<file path="src/rtl/parallel_to_serial.sv">
// Purpose : serializes WIDTH-bit words MSB first on serial_out, enable qualifies each bit; optional even-parity bit (P2S_PARITY_EN).
// Latency : MSB appears the cycle after an IDLE accept; one bit per clock, gap-free back-to-back via a one-word holding register.
// Backpres: ready = !hold_valid; a load seen while ready is low is dropped, so the producer holds load until ready.
module parallel_to_serial #(
    parameter int WIDTH = 8
) (
    input  logic             clk,
    input  logic             reset,
    input  logic [WIDTH-1:0] data_in,
    input  logic             load,
    output logic             ready,
    output logic             serial_out,
    output logic             enable,
    output logic             done,
    output logic             busy
);

    localparam int CW = $clog2(WIDTH + 2);

`ifdef P2S_PARITY_EN
    // The parity bit occupies one extra bit time after the data bits.
    localparam int LAST_I = WIDTH;
`else
    localparam int LAST_I = WIDTH - 1;
`endif
    localparam logic [CW-1:0] LAST = CW'(LAST_I);

    typedef enum logic {
        IDLE  = 1'b0,
        SHIFT = 1'b1
    } state_t;

    state_t           state, state_nxt;
    logic [WIDTH-1:0] sh, sh_nxt;
    logic [WIDTH-1:0] hold, hold_nxt;
    logic             hold_valid, hold_valid_nxt;
    logic [CW-1:0]    cnt, cnt_nxt;
    logic             accept;
    logic             last_bit;

`ifdef P2S_PARITY_EN
    // Parity is captured with the word so it survives the shifting of sh.
    logic             par, par_nxt;
    logic             par_hold, par_hold_nxt;
`endif

    // Handshake and final-bit qualifiers, all from registered state or the load input.
    always_comb begin
        ready    = !hold_valid;
        accept   = load && !hold_valid;
        last_bit = (state == SHIFT) && (cnt == LAST);
    end

    // Next-state, datapath update and output decode.
    always_comb begin
        state_nxt      = state;
        sh_nxt         = sh;
        hold_nxt       = hold;
        hold_valid_nxt = hold_valid;
        cnt_nxt        = cnt;
`ifdef P2S_PARITY_EN
        par_nxt        = par;
        par_hold_nxt   = par_hold;
`endif
        serial_out     = 1'b0;
        enable         = 1'b0;
        done           = 1'b0;
        busy           = hold_valid;

        unique case (state)
            IDLE: begin
                // A word accepted here goes straight into sh, not via hold.
                if (accept) begin
                    sh_nxt    = data_in;
                    cnt_nxt   = '0;
                    state_nxt = SHIFT;
`ifdef P2S_PARITY_EN
                    par_nxt   = ^data_in;
`endif
                end
            end

            SHIFT: begin
                enable = 1'b1;
                busy   = 1'b1;
                done   = last_bit;
`ifdef P2S_PARITY_EN
                serial_out = (cnt == LAST) ? par : sh[WIDTH-1];
`else
                serial_out = sh[WIDTH-1];
`endif
                sh_nxt  = sh << 1;
                cnt_nxt = cnt + CW'(1);

                if (last_bit) begin
                    cnt_nxt = '0;
                    if (hold_valid) begin
                        // Held word starts in the very next cycle; ready is low
                        // on this edge so no new word can collide with it.
                        sh_nxt         = hold;
                        hold_valid_nxt = 1'b0;
`ifdef P2S_PARITY_EN
                        par_nxt        = par_hold;
`endif
                    end else if (accept) begin
                        // Load arriving on the closing edge bypasses hold.
                        sh_nxt  = data_in;
`ifdef P2S_PARITY_EN
                        par_nxt = ^data_in;
`endif
                    end else begin
                        state_nxt = IDLE;
                    end
                end else if (accept) begin
                    hold_nxt       = data_in;
                    hold_valid_nxt = 1'b1;
`ifdef P2S_PARITY_EN
                    par_hold_nxt   = ^data_in;
`endif
                end
            end

            default: begin
                state_nxt = IDLE;
            end
        endcase
    end

    // State and datapath registers; reset discards any word in flight or held.
    always_ff @(posedge clk or negedge reset) begin
        if (!reset) begin
            state      <= IDLE;
            sh         <= '0;
            hold       <= '0;
            hold_valid <= 1'b0;
            cnt        <= '0;
`ifdef P2S_PARITY_EN
            par        <= 1'b0;
            par_hold   <= 1'b0;
`endif
        end else begin
            state      <= state_nxt;
            sh         <= sh_nxt;
            hold       <= hold_nxt;
            hold_valid <= hold_valid_nxt;
            cnt        <= cnt_nxt;
`ifdef P2S_PARITY_EN
            par        <= par_nxt;
            par_hold   <= par_hold_nxt;
`endif
        end
    end

endmodule

</file>
<file path="config.mk">
export PLATFORM = sky130hd
export DESIGN_NAME = parallel_to_serial
export DESIGN_NICKNAME = d
export VERILOG_FILES = /design/src/rtl/parallel_to_serial.sv
export SDC_FILE = /design/constraint.sdc
export NUM_CORES = 1
export LEC_CHECK = 0
export BUFFER_PORTS_ARGS = -buffer_cell sky130_fd_sc_hd__buf_2
export CORE_UTILIZATION = 35
export CTS_CLUSTER_DIAMETER = 40
export DETAILED_ROUTE_END_ITERATION = 10
export SETUP_SLACK_MARGIN = 0.1
export SLEW_MARGIN = 15
export SYNTH_ARGS = -nofsm -noshare
export SYNTH_HDL_FRONTEND = slang
export SYNTH_SLANG_ARGS = --single-unit
</file>
<file path="constraint.sdc">
create_clock -name clk -period 2.35 [get_ports clk]
set_clock_uncertainty 0.05 [all_clocks]
set_input_delay 0.235 -clock clk [delete_from_list [all_inputs] [get_ports clk]]
set_output_delay 0.235 -clock clk [all_outputs]
set_load 0.1 [all_outputs]
</file>
==> results_dict.tcl, run 1 <==
set metrics [dict create \
    cp_data_arrival_time_ps 1850 \
    clock_path_buffers 2 \
    place_area_mm2 0.00127 \
    synth_edf_count 0 \
    antenna_found_initial 0 \
    ys_ff_latch 22 \
    synthTopCellsByCount "dfrtp_1 (22), nand2_1 (12), mux2_2 (11)" \
    worst_slack_ps 217 \
    syn_area_mm2 0.00118 \
    layout.nets 134 \
    avgSynthCellArea_um2 11.0 \
    utilization_pct 42.8 \
    tritoncts "yes" \
    grt_max_degree 23 \
    numPortBuffers 15 \
    worstPathRequired_ps 2070 \
    insertion_delay_ps 320 \
    dr.pass1.iters 4 \
    die_h_um 60.2 \
    final.setup.tns_ps 0 \
    fp.dieW_um 60.2 \
    grt_pass1_vias 806 \
    powerDensity_mw_per_mm2 1200 \
    slew_headroom_pct 61.8 \
    diodes 0 \
    ant_nets 0 \
    clk_pin_slew_ps 140 \
    cts.sinks 22 \
    async_flop_share_pct 100 \
    finalHoldViolations 0 \
    leakagePower_uw 0.000600 \
    seq_area_frac_synth_pct 46.5 \
    grt_first_pass_wirelength_um 4150 \
    track_usage_pct 16.0 \
    drive_gt1_share_pct 32.2 \
    synth_cell_types 33 \
    synth_adder_area_share_pct 1.06 \
    post_synth_xor_area_fraction_pct 0.739 \
    min_path_type "in -> reg" \
    vias_per_cell 5.38 \
    ctsResizeCount 0 \
    route.detailed.drc 0 \
    fmax_mhz 469 \
    first_iter_violations 26 \
    worst_setup_path_start_kind "flop" \
    netlist_instances 108 \
    synth_top_area_share_pct 46.5 \
    gp_congestion 0.784 \
    postCtsSetupBuffers 0 \
    die_area_mm2 0.00362 \
    synthMuxAreaShare_pct 11.3 \
    dp_hpwl_um 1730 \
    endpoint_kind "primary output" \
    synth-simple-area-share_pct 17.0 \
    ys_warn_count 0 \
    status "complete, no violations" \
    yosysMostFrequentCell "dfrtp_1" \
    critPathKind "reg -> out" \
    path_max_fanout 9 \
    design_area_mm2 0.00134 \
    wl_per_cell_um 14.9 \
    synth_nets 120 \
    dp_slack_ps 595 \
    setup_violations 0 \
    rows 20 \
    finalMaxSlewViolations 0 \
    cts_inserted_buffers 3 \
    core_mm2 0.00313 \
    overflow 0 \
    synth-compound-area-share_pct 17.8 \
    period_share_pct 90.7 \
    tightest_slew_ps 573 \
    finalWirelength_um 2470 \
    cts_max_level 1 \
    irDropWorstVdd_mv 0.616 \
    whs_ps 114 \
    area_growth_pct 12.9 \
    start_util_pct 37.9 \
    route.vias.total 888 \
    clockRootBuffer "clkbuf_4" \
    io_pins 16 \
    rsz0062_at_grt "no" \
    min_period_ps 2130 \
    synth_flop_cell "dfrtp_1" \
    maxCapViolCount 0 \
    synth_top_family_by_area "compound AO/OA/AOI/OAI gates" \
    synth.area.top_cells "dfrtp_1 (46%), mux2_2 (10%), nand2_1 (3.8%)" \
    yosysTopAreaCell "dfrtp_1" \
]
-- sequential cells by signal, indices dropped and copies added (netlist names) --
register    cells
hold            8
sh              8
cnt             4
hold_valid      1
state           1
-- cell families (layout without fill, tap and decap cells) --
group / count (synthesis) / count (layout)
fa+ha+maj: 1 / 1
buf+inv: 10 / 23
flops: 22 / 22
compound gates: 28 / 28
mux: 12 / 12
simple gates: 34 / 34
xor+xnor: 1 / 1
-- where the power goes --
| part | total [uW] | switching, uW | internal (uW) |
|---|---|---|---|
| clock | 299 | 126 | 173 |
| combinational | 639 | 357 | 281 |
| sequential | 663 | 136 | 527 |
-- through the flow --
stage / total power [uW] / cells
after floorplan: 1190 / 108
after global placement: 1290 / 160
after detailed placement: 1310 / 160
after CTS: 1610 / 165
after global routing: 1710 / 165
final: 1600 / 165
-- path summary, 6_finish.rpt --
| kind | start | to | slack [ps] | cells after the start |
|---|---|---|---|---|
| max in group asynchronous | reset | hold[7] | 1550 | 2 |
| setup / recovery | cnt[0] | done | 220 | 4 |
| min in group asynchronous | reset | cnt[2] | 350 | 2 |
| setup reg to reg | cnt[0] | hold[1] | 660 | 4 |
| hold / removal | data_in[3] | hold[3] | 110 | 2 |
| hold reg to reg | cnt[3] | cnt[3] | 460 | 1 |
-- layout make-up --
class / instances / area [um2]
sequential: 22 / 551
inverter: 2 / 7.51
tap: 44 / 55.1
timing repair buffer: 17 / 92.6
multi-input combinational: 76 / 579
fill: 310 / 1790
clock inverter: 1 / 30.0
clock buffer: 3 / 22.5
-- per-layer routing --
metal  GRT usage [%]  up-vias  share of wire [%]
met5               0        -                  0
met4            6.98        0                1.7
met3            2.16        5                5.5
met2            23.2       26                 45
met1            23.4      427                 47
li1                -      430                  -
-- repair_timing --
action / CTS / global route
endpoints found under the setup margin: 0 / 0
hold buffers: 1 / 0
hold endpoints to repair: 22 / 0
-- cells in the final DEF, fill, tap and decap left out, types with 2 or more instances in the layout --
cell / instances
a221o_1: 3
clkbuf_4: 3
nand2b_1: 5
inv_1: 2
nand2_1: 11
o211ai_1: 4
buf_2: 15
a31oi_1: 2
and3_1: 4
nand3_1: 3
dfrtp_1: 22
o21ai_0: 2
a32oi_1: 4
a21oi_1: 5
a32o_1: 3
mux2_2: 11
-- critical path, cell delays in order (launching register included) --
cell and delay, ps:
dfrtp_1 420, ha_1 230, nand3b_2 270, nor2_4 160, buf_2 440
No activity file was read; power rests on OpenSTA's default activity.
==> run 2: changes to the inputs <==
==> constraint.sdc (replaced) <==
create_clock -name clk -period 2.71 [get_ports clk]
set_clock_uncertainty 0.05 [all_clocks]
set_input_delay 0.271 -clock clk [delete_from_list [all_inputs] [get_ports clk]]
set_output_delay 0.271 -clock clk [all_outputs]
set_load 0.1 [all_outputs]
==> run 2 against run 1 <==
Setup slack better by 320 ps. Register-to-register slack better by 370 ps. Non-clock buffer count unchanged. Clock-buffer cell count up 1. Wire length down 0.41%. Die area unchanged. Final cell count unchanged.
==> results_dict.tcl, run 2 (synthesis gave the netlist of run 1 again) <==
set metrics [dict create \
    status "complete, no violations" \
    ant_nets 0 \
    drive_gt1_share_pct 31.4 \
    die_h_um 60.2 \
    crit_path_start "state" \
    clk_pin_slew_ps 130 \
    slew_headroom_pct 65.5 \
    worst_slack_ps 541 \
    start_util_pct 37.9 \
    grt_pass1_vias 876 \
    endpoint_kind "primary output" \
    min_from "data_in[3]" \
    layout_commonest_cell "dfrtp_1" \
    antenna_found_initial 0 \
    track_usage_pct 15.6 \
    first_iter_violations 16 \
    gp_congestion 0.764 \
    leakagePower_uw 0.000591 \
    min_path_type "in -> reg" \
    timing.rr.end "hold[6]" \
    dp_hpwl_um 1680 \
    rsz0062_at_grt "no" \
    crit_cells 3 \
    grt_max_degree 23 \
    final_cell_mix "dfrtp_1 (21), buf_2 (15), nand2_1 (12), mux2_2 (11)" \
    clockRootBuffer "clkbuf_4" \
    cts_max_level 1 \
    dp_slack_ps 629 \
    cp_cell_sequence "inv_1 > nor2_2 > buf_2" \
    fp.dieW_um 60.2 \
    path_max_fanout 18 \
    cts_inserted_buffers 3 \
    fmax_mhz 461 \
    layout.nets 134 \
    overflow 0 \
    reg2reg_depth 4 \
    cts.sinks 22 \
    irDropWorstVdd_mv 0.411 \
    route.vias.total 884 \
    critPathKind "reg -> out" \
    postCtsSetupBuffers 0 \
    min_period_ps 2170 \
    insertion_delay_ps 310 \
    io_pins 16 \
    numPortBuffers 15 \
    tightest_slew_ps 518 \
    cp-endpoint "done" \
    worst_setup_path_start_kind "flop" \
    route.detailed.drc 0 \
    powerDensity_mw_per_mm2 1010 \
    tritoncts "yes" \
    final.setup.tns_ps 0 \
    report.power.total_uw 1320 \
    period_share_pct 80.0 \
    worst-r2r-setup-slack_ps 1030 \
    cp_num_buf_inv 2 \
    diodes 0 \
    fill_cells 313 \
    finalWirelength_um 2460 \
    reg.largest.list "hold (8), sh (8), cnt (4)" \
    die_area_mm2 0.00362 \
    cp_slowest_stage_delay_ps 570 \
    area_growth_pct 10.9 \
    grt_first_pass_wirelength_um 4210 \
    setup_violations 0 \
    maxCapViolCount 0 \
    finalMaxSlewViolations 0 \
    cp_data_arrival_time_ps 1850 \
    rows 20 \
    core_mm2 0.00313 \
    path_delay_family "buffers and inverters" \
    cp_slowest_cell "dfrtp_2" \
    worstPathRequired_ps 2390 \
    wl_per_cell_um 14.9 \
    vias_per_cell 5.36 \
    clock_path_buffers 2 \
    finalHoldViolations 0 \
    worstReg2RegStart "hold_valid" \
    dr.pass1.iters 4 \
]
-- run 2: cell types whose count changed in the layout (fill, tap and decap cells not counted), sizes merged --
cell	previous run	this run
clkbuf	3	4
bufinv	1	0
-- run 2: worst register-to-register path: stages (launching register included) --
cell     delay [ps]
dfrtp_1         500
buf_4           220
nor2b_4         300
nand3_4         190
mux2_2          310
-- run 2: timing repair --
| item | CTS | global route |
|---|---|---|
| gates resized for setup | 0 | 1 |
| endpoints found under the hold margin | 22 | 0 |
| hold buffers | 1 | 0 |
| setup endpoints to repair | 0 | 1 |
-- run 2: worst min-delay path by stage --
| stage | cells past startpoint | slack (ps) | end |
|---|---|---|---|
| CTS | 2 | 140 | hold[3] |
| finish | 2 | 150 | hold[3] |
| floorplan | 0 | -70 | cnt[0] |
| global placement | 1 | 220 | cnt[3] |
| global route | 2 | 140 | hold[3] |
| detailed placement | 1 | 230 | cnt[3] |
-- run 2: stage by stage --
step	util [%]	instances	instance area [um2]	hold WS (ps)
floorplan	-	108	1190	-74.6
global placement	40.5	160	1270	217
detailed placement	40.5	160	1270	226
CTS	42.0	165	1310	143
global route	42.0	165	1310	144
finish	42.0	165	1310	149
-- run 2: report_power, final --
group	leakage, uW	switching, uW	internal, uW
registers	0.000268	99.6	457
clock network	0.0000210	107	82.0
logic	0.000302	324	251
-- run 2: cell type report --
type / instances / area, um2 / area share, %
clock buffer: 4 / 36.3 / 2.76
sequential: 22 / 552 / 42.0
tap: 44 / 55.1 / 4.19
inverter: 2 / 7.51 / 0.571
timing repair buffer: 17 / 92.6 / 7.05
multi-input combinational: 76 / 571 / 43.4
-- run 2: routing by layer --
| layer | GRT usage (%) | share of wire [%] |
|---|---|---|
| met4 | 3.99 | 0.94 |
| met3 | 2.81 | 3.5 |
| met5 | 0 | 0 |
| met2 | 24.3 | 46 |
| met1 | 22.0 | 50 |
